<file path="src/rtl/uart_word_assembler.sv">
// Purpose : packs four UART bytes (little-endian) into a 32-bit word and queues it in a 2-deep FIFO.
// Latency : a word is visible on o_Word/o_Word_Valid one cycle after the strobe of its 4th byte.
// Backpres: o_Word_Valid/i_Word_Ready handshake; a word completed while the FIFO is full is dropped (o_Overflow).
//
// Ports:
//   i_Clock, i_Rst          rising-edge clock, asynchronous active-high reset
//   i_RX_DV, i_RX_Byte      one-cycle byte strobe and data from the UART receiver
//   o_Word_Valid, o_Word    FIFO head word (fp32 bit pattern), 32'h0 while the FIFO is empty
//   i_Word_Ready            consumer accepts the head word this cycle
//   o_Overflow, i_Clear_Err sticky drop flag and its clear (a same-cycle drop beats the clear)
//   o_Timeout               one-cycle pulse when a partial word is abandoned after TIMEOUT_CLKS idle clocks
module uart_word_assembler #(
    parameter int TIMEOUT_CLKS = 2170
) (
    input  logic        i_Clock,
    input  logic        i_Rst,
    input  logic        i_RX_DV,
    input  logic [7:0]  i_RX_Byte,
    output logic        o_Word_Valid,
    output logic [31:0] o_Word,
    input  logic        i_Word_Ready,
    output logic        o_Overflow,
    output logic        o_Timeout,
    input  logic        i_Clear_Err
);

    localparam int            CW        = (TIMEOUT_CLKS > 1) ? $clog2(TIMEOUT_CLKS) : 1;
    localparam logic [CW-1:0] C_CNT_MAX = CW'(TIMEOUT_CLKS - 1);

    typedef enum logic {
        IDLE    = 1'b0,
        COLLECT = 1'b1
    } state_t;

    // assembler state
    state_t        r_state;
    state_t        w_state_next;
    logic [1:0]    r_idx;
    logic [1:0]    w_idx_next;
    logic [CW-1:0] r_idle_cnt;
    logic [CW-1:0] w_idle_cnt_next;
    logic [23:0]   r_bytes;        // b2,b1,b0 held while collecting
    logic          w_expire;
    logic          w_push;
    logic [31:0]   w_word;

    // output FIFO
    logic [31:0]   r_mem [0:1];
    logic          r_wptr;
    logic          r_rptr;
    logic [1:0]    r_count;
    logic          w_pop;
    logic          w_push_ok;
    logic          r_overflow;
    logic          r_timeout;

    // ------------------------------------------------------------------
    // Assembler FSM
    // ------------------------------------------------------------------
    always_ff @(posedge i_Clock or posedge i_Rst) begin
        if (i_Rst) begin
            r_state    <= IDLE;
            r_idx      <= 2'd0;
            r_idle_cnt <= '0;
        end else begin
            r_state    <= w_state_next;
            r_idx      <= w_idx_next;
            r_idle_cnt <= w_idle_cnt_next;
        end
    end

    always_comb begin
        w_state_next    = r_state;
        w_idx_next      = r_idx;
        w_idle_cnt_next = r_idle_cnt;
        w_expire        = 1'b0;
        w_push          = 1'b0;
        case (r_state)
            IDLE: begin
                w_idle_cnt_next = '0;
                if (i_RX_DV) begin
                    w_state_next = COLLECT;
                    w_idx_next   = 2'd1;
                end
            end
            COLLECT: begin
                // A byte in the expiry cycle wins: it is taken and the counter restarts.
                if (i_RX_DV) begin
                    w_idle_cnt_next = '0;
                    if (r_idx == 2'd3) begin
                        w_push       = 1'b1;
                        w_state_next = IDLE;
                        w_idx_next   = 2'd0;
                    end else begin
                        w_idx_next = r_idx + 2'd1;
                    end
                end else if (r_idle_cnt == C_CNT_MAX) begin
                    w_expire        = 1'b1;
                    w_state_next    = IDLE;
                    w_idx_next      = 2'd0;
                    w_idle_cnt_next = '0;
                end else begin
                    w_idle_cnt_next = r_idle_cnt + CW'(1);
                end
            end
            default: begin
                w_state_next    = IDLE;
                w_idx_next      = 2'd0;
                w_idle_cnt_next = '0;
            end
        endcase
    end

    // Byte holding register; the 4th byte goes straight into the FIFO.
    always_ff @(posedge i_Clock or posedge i_Rst) begin
        if (i_Rst) begin
            r_bytes <= '0;
        end else if (i_RX_DV) begin
            case (r_idx)
                2'd0:    r_bytes[7:0]   <= i_RX_Byte;
                2'd1:    r_bytes[15:8]  <= i_RX_Byte;
                2'd2:    r_bytes[23:16] <= i_RX_Byte;
                default: r_bytes        <= r_bytes;
            endcase
        end
    end

    assign w_word = {i_RX_Byte, r_bytes};

    // ------------------------------------------------------------------
    // 2-entry output FIFO
    // ------------------------------------------------------------------
    assign w_pop     = (r_count != 2'd0) && i_Word_Ready;
    // Occupancy is judged after a same-cycle pop, so a full FIFO being read still accepts.
    assign w_push_ok = w_push && ((r_count != 2'd2) || w_pop);

    always_ff @(posedge i_Clock) begin
        if (w_push_ok) begin
            r_mem[r_wptr] <= w_word;
        end
    end

    always_ff @(posedge i_Clock or posedge i_Rst) begin
        if (i_Rst) begin
            r_wptr     <= 1'b0;
            r_rptr     <= 1'b0;
            r_count    <= 2'd0;
            r_overflow <= 1'b0;
            r_timeout  <= 1'b0;
        end else begin
            if (w_push_ok) begin
                r_wptr <= ~r_wptr;
            end
            if (w_pop) begin
                r_rptr <= ~r_rptr;
            end
            r_count   <= r_count + {1'b0, w_push_ok} - {1'b0, w_pop};
            r_timeout <= w_expire;
            if (w_push && !w_push_ok) begin
                r_overflow <= 1'b1;
            end else if (i_Clear_Err) begin
                r_overflow <= 1'b0;
            end
        end
    end

    // Gate the head with occupancy so never-written storage is not exposed.
    assign o_Word_Valid = (r_count != 2'd0);
    assign o_Word       = o_Word_Valid ? r_mem[r_rptr] : 32'h0;
    assign o_Overflow   = r_overflow;
    assign o_Timeout    = r_timeout;

endmodule

</file>
<file path="config.mk">
export PLATFORM = sky130hd
export DESIGN_NAME = uart_word_assembler
export DESIGN_NICKNAME = d
export VERILOG_FILES = /design/src/rtl/uart_word_assembler.sv
export SDC_FILE = /design/constraint.sdc
export NUM_CORES = 1
export LEC_CHECK = 0
export BUFFER_PORTS_ARGS = -buffer_cell sky130_fd_sc_hd__buf_2
export CAP_MARGIN = 20
export CORE_ASPECT_RATIO = 1.5
export CORE_MARGIN = 2
export CORE_UTILIZATION = 58
export DETAILED_ROUTE_END_ITERATION = 10
export GPL_TIMING_DRIVEN = 1
export HOLD_SLACK_MARGIN = 0.02
export PLACE_DENSITY_LB_ADDON = 0.3
export SLEW_MARGIN = 10
export SYNTH_ARGS = -nofsm -noshare
export SYNTH_HDL_FRONTEND = slang
export SYNTH_SLANG_ARGS = --single-unit
</file>
<file path="constraint.sdc">
create_clock -name i_Clock -period 4.1 [get_ports i_Clock]
set_input_delay 0.82 -clock i_Clock [delete_from_list [all_inputs] [get_ports i_Clock]]
set_output_delay 0.82 -clock i_Clock [all_outputs]
set_load 0.02 [all_outputs]
</file>
## Word-level counts from Yosys, hierarchy flattened

Memory sizes are Yosys's and may differ from the RTL's.
Cells that the tools add are included.
Widths: inputs -> output; s select.

- Equality and inequality tests: 7
- Add/subtract/negate cells: 4
- Bitwise logic cells: 3
- Reduce and logical (&&, ||, !) cells: 12
- Multiplexer cells: 24

Operators by type and width:

| cell | number |
|---|---|
| $mux 32 | 1 |
| $mux 12 | 2 |
| $pmux 12 s2 | 1 |
| $mux 1 | 14 |
| $add 12x1->12 const B | 1 |
| $eq 12x12->1 const B | 1 |
| $mux 2 | 4 |
| $reduce_and 2->1 | 4 |
| $eq 2x2->1 const B | 2 |
| $ne 2x2->1 const B | 2 |
| $pmux 2 s2 | 1 |
| $reduce_bool 2->1 | 2 |
| $logic_and 1x1->1 | 3 |
| $ne 3x2->1 const B | 1 |
| $not 1->1 | 3 |
| $add 2x1->2 | 1 |
| $add 2x1->2 const B | 1 |
| $eq 2x1->1 const B | 1 |
| $logic_not 2->1 | 1 |
| $pmux 1 s2 | 1 |
| $sub 2x1->2 | 1 |
| $logic_not 1->1 | 1 |
| $logic_or 1x1->1 | 1 |

- Flip-flop bits (word level): 45
- Memories: 1
- Bits of input ports: 13
- Word-level logic and storage cells: 62
- Bits in writable memories: 64

Memory list:

| name | words | width | read ports | clocked after Yosys merged registers in | wr ports | RTL line | source |
|---|---|---|---|---|---|---|---|
| r_mem | 2 | 32 | 1 | 0 | 1 | 48 | `logic [31:0] r_mem [0:1];` |

## Logic depth before layout (Yosys ltp)

Gate-level depths: netlist (run 1).

- Word-level depth: 8
- Gate-level depth with buffers: 7
- Mapped depth without buffers: 7

## Worst setup path after synthesis (run 1)

OpenSTA, ideal clock, no wires.

- Path kind: input port to flip-flop
- Start: in i_RX_DV
- End: mem r_mem[0][0] (enable)
- Path slack: 0.975 ns
- Arrival time: 2.700 ns
- Stages: 3
- Required time: 3.675 ns
- Path through: nand3_1 > a21oi_1 > nor2b_1

- Word-level cells in the longest chain between the ends: 5

Ends and longest elaborated chain:

| item | RTL line | source |
|---|---|---|
| start, declared | 17 | `input logic i_RX_DV,` |
| $mux 1 | 88 | `if (i_RX_DV) begin` |
| $mux 1 | 78 | `case (r_state)` |
| $logic_and 1x1->1 | 135 | `assign w_push_ok = w_push && ((r_count != 2'd2) \|\| w_pop);` |
| $mux 1 | 138 | `if (w_push_ok) begin` |
| $mux 1 (not written as such) | 139 | `r_mem[r_wptr] <= w_word;` |
| end, declared | 48 |  |

Every way passes these cells.

## Worst setup path in the final report (run 1)

- Start: reg r_rptr
- End: out o_Word[23]

- Word-level cells in the longest chain between the ends: 2

Ends and longest elaborated chain:

| item | RTL line | source |
|---|---|---|
| start, declared | 50 | `logic r_rptr;` |
| start signal, assigned | 155 | `r_rptr <= ~r_rptr;` |
| $mem_v2 2x32 | -- |  |
| $mux 32 | 169 | `assign o_Word = o_Word_Valid ? r_mem[r_rptr] : 32'h0;` |
| end, declared | 20 | `output logic [31:0] o_Word,` |

Every way passes these cells.

==> flow_summary.json, run 1 <==
{
  "grt_pass1_wl_um": 11100,
  "synthDistinctLibCells": 32,
  "ys_seq_area_frac": 0.699,
  "finalCritPeriodShare": 0.671,
  "async_flop_share": 0.413,
  "die_w_um": 74.8,
  "cts-root-buf": "clkbuf_8",
  "synth_area_per_cell_um2": 14.8,
  "rsz0062_at_grt": "no",
  "required_ps": 3280,
  "n_antenna_cell": 0,
  "cts_resized": 0,
  "critical_path_class": "reg2out",
  "grt_pass1_vias": 2262,
  "slew_headroom": 0.364,
  "critPathLaunchType": "flip-flop",
  "max_clock_freq_mhz": 364,
  "wirelength_um": 6760,
  "synth_cells": 295,
  "cts_tree": "yes",
  "r2r_setup_slack_ps": 2120,
  "ys.flop_type": "edfxtp_1",
  "place_inst": 436,
  "ys_ff_latch": 109,
  "hold_viol": 0,
  "port_buffers": 47,
  "yosys-top-cells-count": "64 x edfxtp_1, 51 x nor2_1, 45 x dfrtp_1, 32 x mux2i_1, 24 x mux2_2",
  "vias_per_cell": 5.21,
  "p_leak_nw": 2.01,
  "dr.pass1.iters": 6,
  "grt_max_degree": 46,
  "tightest_slew_ps": 954,
  "nFillCells": 516,
  "antenna_found_initial": 0,
  "row_count": 38,
  "drc": 0,
  "htreeDepth": 3,
  "die_y_um": 110,
  "finalSetupViolCount": 0,
  "gr-usage-met2": 0.314,
  "die_area_um2": 8240,
  "clockBufferDepth": 2,
  "synth_area_leaders": "edfxtp_1 44%, dfrtp_1 26%, mux2i_1 7.3%, mux2_2 6.2%, nor2_1 4.4%",
  "syn-num-nets": 315,
  "outcome": "complete, no violations",
  "ir_worst_vdd_uv": 461,
  "cts_hold_buf": 0,
  "ys_warn_count": 0,
  "numCtsBuffers": 9,
  "fin_cells": 453,
  "synth_top_cell_area_share": 0.441,
  "path_max_fanout": 33,
  "yosysMostFrequentCell": "edfxtp_1",
  "drt_iter0_drc": 235,
  "area_growth_pct": 12.5,
  "track_usage": 0.184,
  "vias": 2359,
  "critPathCapture": "o_Word[23]",
  "slew_violations": 0,
  "r2r_cells": 5,
  "p_per_area_nw_per_um2": 656,
  "rr_endpoint": "r_mem[1][21]$_DFFE_PP_",
  "clk_pin_slew_worst_paths_ps": 90,
  "worstSetupStartpoint": "r_rptr$_DFFE_PP0P_",
  "initial_utilization": 0.599,
  "coreArea_um2": 7270,
  "drive_above_1_share": 0.269,
  "grt_use_met3": 0.0445,
  "hpwl_um": 4520,
  "worstPathArrival_ps": 1930,
  "syn_area_um2": 4360,
  "postCtsSetupBuffers": 0,
  "min_period_ps": 2750,
  "io_pins": 48,
  "postRouteAntennaNets": 0,
  "top_usage_layer": "met2",
  "wl_per_cell_um": 14.9,
  "skew_ps": 5.60,
  "r2r-start": "r_idx[0]$_DFFE_PP0P_",
  "gp_congestion": 0.801,
  "hold_path_class": "in2async",
  "synth_edf_count": 64,
  "grtUsageMet1": 0.226,
  "clock_latency_ps": 350,
  "grt_overflow": 0,
  "finalPower_mw": 3.22,
  "maxCapViolations": 0,
  "setup_tns_ps": 0,
  "critical_path.endpoint_type": "primary output",
  "final_nets": 368,
  "cts.sinks": 109,
  "synth_area_leader_cell": "edfxtp_1"
}
power breakdown:
part	total (mW)	internal [mW]	switching (mW)	leakage, nW
Combinational	0.970	0.427	0.542	0.780
Sequential	1.66	1.45	0.215	1.14
Clock	0.585	0.271	0.313	0.0937
Total	3.22	2.15	1.07	2.01
worst max-delay path, cell delays in order (launching register included):
cell	delay, ps
dfrtp_2	1000
mux2i_1	200
nor2_1	170
buf_2	190
cell usage in the layout (no fill, tap or decap), types with 2 or more instances in the layout:
cell type / count
buf_4: 3
dfrtp_1: 44
mux2_2: 24
buf_2: 47
nor2_1: 50
mux2i_1: 32
ha_1: 7
o21ai_0: 2
clkbuf_1: 3
clkbuf_8: 12
xnor2_1: 12
xor2_1: 2
nand3_1: 5
a21oi_1: 2
edfxtp_1: 64
inv_1: 7
nand2_1: 13
nor3_1: 4
worst min-delay path by stage:
stage / from / end / slack (ps) / cells past startpoint
final: i_Rst / r_idle_cnt[6]$_DFF_PP0_ / 440 / 2
after global routing: i_Rst / r_idle_cnt[6]$_DFF_PP0_ / 450 / 2
after CTS: r_bytes[19]$_DFFE_PP0P_ / r_mem[1][19]$_DFFE_PP_ / 470 / 0
after detailed placement: r_bytes[22]$_DFFE_PP0P_ / r_mem[0][22]$_DFFE_PP_ / 450 / 0
after global placement: r_bytes[23]$_DFFE_PP0P_ / r_mem[1][23]$_DFFE_PP_ / 440 / 0
after floorplan: r_bytes[0]$_DFFE_PP0P_ / r_mem[0][0]$_DFFE_PP_ / 440 / 0
per-layer routing:
metal  up-vias  share of wire
li1       1142              -
met1      1181           0.42
met2        29           0.54
met3         7          0.030
met4         0          0.015
met5         -              0
registers in the layout, indices dropped and copies added (netlist names):
name	flops
r_rptr	1
r_bytes	24
r_wptr	1
r_idle_cnt	12
r_mem	64
r_count	2
o_Overflow	1
o_Timeout	1
r_idx	2
r_state	1
per-stage QoR:
| stage | utilization | setup WS, ps | hold WS, ps | instance area (um^2) |
|---|---|---|---|---|
| 2_1_floorplan | - | 975 | 437 | 4360 |
| 3_3_place_gp | 0.646 | 1740 | 444 | 4700 |
| 3_5_place_dp | 0.646 | 1680 | 450 | 4700 |
| 4_1_cts | 0.671 | 1330 | 473 | 4880 |
| 5_1_grt | 0.674 | 1250 | 455 | 4900 |
| 6_report | 0.674 | 1350 | 437 | 4900 |
kinds of logic after synthesis:
kind of cell             count (synthesis)  synth area share
AO/OA/AOI/OAI                            9            0.0132
XOR/XNOR                                14            0.0281
adder cells (fa/ha/maj)                  7            0.0201
buffers and inverters                   17            0.0172
flip-flops                             109             0.699
multiplexers                            56             0.136
AND/OR/NAND/NOR                         83            0.0864
final cells by class:
class,count,area [um^2],area share
Clock buffer,15,176,0.0360
Clock inverter,1,5.00,0.00102
Inverter,8,30.0,0.00612
Multi-Input combinational cell,169,1240,0.253
Sequential cell,109,3050,0.622
Tap cell,100,125,0.0255
Timing Repair Buffer,51,278,0.0566
Power figures use the tool's default switching activity.
==> inputs of run 2 (changes only) <==
- CORE_UTILIZATION: 58 -> 52
- clock period: 4.1 -> 2.3 ns (I/O delays scaled with it)
==> flow_summary.json, run 2 (synthesized netlist as in run 1, its figures left out) <==
{
  "worst_hold_slack_ps": 110,
  "min_period_ps": 2080,
  "vias": 2425,
  "r2r_setup_slack_ps": 430,
  "tightest_slew_ps": 590,
  "cts_resized": 0,
  "postPlaceCellArea_um2": 4760,
  "outcome": "complete, no violations",
  "critPathLaunchType": "flip-flop",
  "wirelength_um": 7080,
  "rr_endpoint": "r_mem[0][4]$_DFFE_PP_",
  "path_max_fanout": 22,
  "fin_area_um2": 5020,
  "ir_worst_vdd_uv": 771,
  "port_buffers": 47,
  "r2r_cells": 5,
  "gp_congestion": 0.774,
  "dr.pass1.iters": 4,
  "final_util": 0.623,
  "row_count": 40,
  "hpwl_um": 4920,
  "wl_per_cell_um": 15.4,
  "drc": 0,
  "hold_viol": 0,
  "area_growth_pct": 15.1,
  "setup_tns_ps": 0,
  "largest_reg_flops": 64,
  "grt_pass1_wl_um": 11600,
  "track_usage": 0.172,
  "final_common_cell": "edfxtp_1",
  "maxCapViolations": 0,
  "finalSetupViolCount": 0,
  "final_nets": 371,
  "skew_ps": 6.60,
  "critical_path.endpoint_type": "primary output",
  "critical_path_class": "reg2out",
  "cts.sinks": 109,
  "p_per_area_nw_per_um2": 1210,
  "multi_input_area_um2": 1240,
  "required_ps": 1840,
  "p_leak_nw": 2.06,
  "coreArea_um2": 8060,
  "grt_max_degree": 34,
  "drive_above_1_share": 0.267,
  "seqCellArea_um2": 3050,
  "clockBufferDepth": 2,
  "antenna_found_initial": 0,
  "top_register": "r_mem",
  "n_antenna_cell": 0,
  "cts-root-buf": "clkbuf_16",
  "numCtsBuffers": 9,
  "htreeDepth": 3,
  "r2r-start": "r_idx[0]$_DFFE_PP0P_",
  "initial_utilization": 0.541,
  "finalCritPeriodShare": 0.905,
  "clock_latency_ps": 330,
  "largestRegisters": "r_mem: 64 flops, r_bytes: 24 flops, r_idle_cnt: 12 flops",
  "die_area_um2": 9140,
  "clk_pin_slew_worst_paths_ps": 60,
  "drt_iter0_drc": 145,
  "slew_headroom": 0.604,
  "cts_hold_buf": 0,
  "postRouteAntennaNets": 0,
  "die_y_um": 116,
  "final_cell_mix": "64 x edfxtp_1, 50 x nor2_1, 47 x buf_2, 44 x dfrtp_1, 32 x mux2i_1",
  "max_clock_freq_mhz": 481,
  "vias_per_cell": 5.26,
  "grt_pass1_vias": 2417,
  "slew_violations": 0,
  "io_pins": 48,
  "postCtsSetupBuffers": 0,
  "worstPathArrival_ps": 1620,
  "die_w_um": 78.7,
  "grt_overflow": 0,
  "hold_path_class": "in2async",
  "nFillCells": 635,
  "rsz0062_at_grt": "no",
  "cts_tree": "yes"
}
-- run 2: layer usage --
metal / routed length, um / track usage / vias to the layer above
met1: 2770 / 0.187 / 1208
li1: - / - / 1164
met2: 3900 / 0.315 / 44
met5: 0 / 0 / -
met3: 285 / 0.0440 / 9
met4: 128 / 0.0725 / 0
-- run 2: how the worst max path moves through the flow --
stage                               startpoint               endpoint  cells after the start
after floorplan           r_idx[0]$_DFFE_PP0P_  r_mem[0][0]$_DFFE_PP_                      4
after global placement                 i_RX_DV  r_mem[0][2]$_DFFE_PP_                      5
after detailed placement               i_RX_DV  r_mem[0][2]$_DFFE_PP_                      5
after CTS                   r_rptr$_DFFE_PP0P_              o_Word[6]                      4
after global routing        r_rptr$_DFFE_PP0P_              o_Word[6]                      4
final                       r_rptr$_DFFE_PP0P_              o_Word[6]                      4
-- run 2: power breakdown --
group	internal, mW	switching (mW)	leakage (nW)
Clock	0.732	0.593	0.125
Sequential	2.59	0.250	1.14
Combinational	0.783	1.13	0.792
Total	4.10	1.98	2.06
-- run 2: through the flow --
stage | cells | total power, mW | worst slack [ps]
after global routing | 461 | 6.42 | 135
after CTS | 461 | 6.15 | 164
after global placement | 445 | 4.74 | 431
final | 461 | 6.08 | 219
after floorplan | 295 | 4.21 | 13.9
after detailed placement | 445 | 4.83 | 355
-- run 2: layout make-up --
class / instances / area share
flip-flops and latches: 109 / 0.608
multi-input cells: 169 / 0.247
clock inverters: 2 / 0.00200
repair buffers: 54 / 0.0623
inverters: 8 / 0.00599
well taps: 105 / 0.0262
clock buffers: 14 / 0.0486
-- run 2: worst max-delay path, cell delays in order (launching register included) --
cell and delay (ps):
dfrtp_2 360, buf_4 350, mux2i_1 340, nor2_1 60
buf_2 170
==> inputs of run 3 (changes only) <==
- CELL_PAD_IN_SITES_DETAIL_PLACEMENT: unset -> 1
- CELL_PAD_IN_SITES_GLOBAL_PLACEMENT: unset -> 1
- CORE_UTILIZATION: 52 -> 43
- PLACE_DENSITY: unset -> 0.82
- PLACE_DENSITY_LB_ADDON: 0.3 -> unset
==> flow_summary.json, run 3 (synthesized netlist as in run 1, its figures left out) <==
{
  "path_max_fanout": 11,
  "port_buffers": 47,
  "die_area_um2": 11000,
  "max_stage_delay_ps": 580,
  "drt_iter0_drc": 84,
  "maxCapViolations": 0,
  "finalCritPeriodShare": 0.933,
  "final_cell_mix": "64 x edfxtp_1, 50 x nor2_1, 47 x buf_2, 44 x dfrtp_1, 32 x mux2i_1",
  "wl_per_cell_um": 17.4,
  "required_ps": 1840,
  "postRouteAntennaNets": 0,
  "n_antenna_cell": 0,
  "grtUsageMet1": 0.199,
  "p_per_area_nw_per_um2": 1250,
  "dr.pass1.iters": 4,
  "grt_use_met3": 0.0291,
  "die_w_um": 86.2,
  "postCtsSetupBuffers": 0,
  "gr-usage-met2": 0.306,
  "grt_pass1_vias": 2582,
  "htreeDepth": 3,
  "antenna_found_initial": 0,
  "finalSetupViolCount": 0,
  "hpwl_um": 5680,
  "critPathLaunchType": "flip-flop",
  "slowest_stage": "dfrtp_2",
  "grt_overflow": 0,
  "outcome": "complete, no violations",
  "top_usage_layer": "met2",
  "largestRegisters": "r_mem: 64 flops, r_bytes: 24 flops, r_idle_cnt: 12 flops",
  "track_usage": 0.171,
  "vias": 2397,
  "grt_pass1_wl_um": 13900,
  "max_clock_freq_mhz": 466,
  "min_period_ps": 2150,
  "slew_violations": 0,
  "grt_max_degree": 34,
  "io_pins": 48,
  "vias_per_cell": 5.06,
  "top_register": "r_mem",
  "finalPower_mw": 6.37,
  "cts-root-buf": "clkbuf_16",
  "clk_pin_slew_worst_paths_ps": 70,
  "gp_congestion": 0.770,
  "hold_path_class": "in2reg",
  "p_leak_nw": 2.08,
  "numCtsBuffers": 9,
  "setup_tns_ps": 0,
  "critical_path_class": "reg2out",
  "cts.sinks": 109,
  "tightest_slew_ps": 508,
  "final_common_cell": "edfxtp_1",
  "worstPathArrival_ps": 1690,
  "cts_tree": "yes",
  "worstPathCellList": "buf_4 > mux2i_1 > nor2_1 > buf_2",
  "largest_reg_flops": 64,
  "cp_top_family": "flip-flops",
  "cts_resized": 0,
  "cp.buffers_inverters": 2,
  "clock_latency_ps": 350,
  "slew_headroom": 0.660,
  "die_y_um": 127,
  "initial_utilization": 0.435,
  "clockBufferDepth": 2,
  "critical_path.endpoint_type": "primary output",
  "hold_viol": 0,
  "row_count": 45,
  "rsz0062_at_grt": "no",
  "ir_worst_vdd_uv": 496,
  "nFillCells": 1011,
  "final_util": 0.509,
  "final_nets": 372,
  "cts_hold_buf": 1,
  "drc": 0,
  "skew_ps": 5.91,
  "wirelength_um": 8250,
  "drive_above_1_share": 0.280,
  "area_growth_pct": 17.1,
  "coreArea_um2": 10000
}
-- run 3: cell types whose count changed in the layout (fill, tap and decap cells not counted), sizes merged --
cell / before / now
bufinv: 0 / 1
clkbuf: 14 / 10
clkinvlp: 0 / 2
dlygate4sd3: 0 / 1
inv: 7 / 8
-- run 3: metrics by stage --
stage,hold WS [ps],area [um^2],setup WS [ps],instances
global route,334,5100,34.3,474
detailed placement,362,4790,335,457
CTS,296,5100,107,474
floorplan,437,4360,13.9,295
global placement,357,4790,396,457
finish,310,5100,155,474
-- run 3: layout make-up --
type	instances	area [um^2]	area share
Tap cell	117	146	0.0287
Clock buffer	10	239	0.0468
Multi-Input combinational cell	169	1240	0.243
Clock inverter	6	62.6	0.0123
Inverter	8	30.0	0.00589
Timing Repair Buffer	55	335	0.0657
Sequential cell	109	3050	0.598
-- run 3: worst paths after layout --
check                                              from                 endpoint  slack [ps]  cells past startpoint
worst min register to register  r_bytes[22]$_DFFE_PP0P_   r_mem[1][22]$_DFFE_PP_         470                      0
worst max register to register     r_idx[0]$_DFFE_PP0P_    r_mem[0][1]$_DFFE_PP_         350                      5
worst max-delay path                 r_rptr$_DFFE_PP0P_               o_Word[21]         150                      4
max in group asynchronous                         i_Rst  r_bytes[22]$_DFFE_PP0P_        1240                      4
worst min-delay path                        i_Clear_Err   o_Overflow$_DFFE_PP0P_         310                      2
min in group asynchronous                         i_Rst   r_bytes[8]$_DFFE_PP0P_         550                      3
-- run 3: worst register-to-register path, cell delays in order, from the launching register on --
cell and delay, ps:
dfrtp_1 420, ha_1 230, nand3_1 220, a21oi_1 280
nor2b_2 250, buf_12 230
-- run 3: routing by layer --
metal,vias up,routed length [um]
met3,10,222
met5,-,0
li1,1154,-
met2,38,4670
met4,0,180
met1,1195,3180
-- run 3: where the power goes --
group	switching, mW	internal [mW]
clock	0.661	0.869
sequential	0.320	2.59
combinational	1.12	0.809
total	2.10	4.27
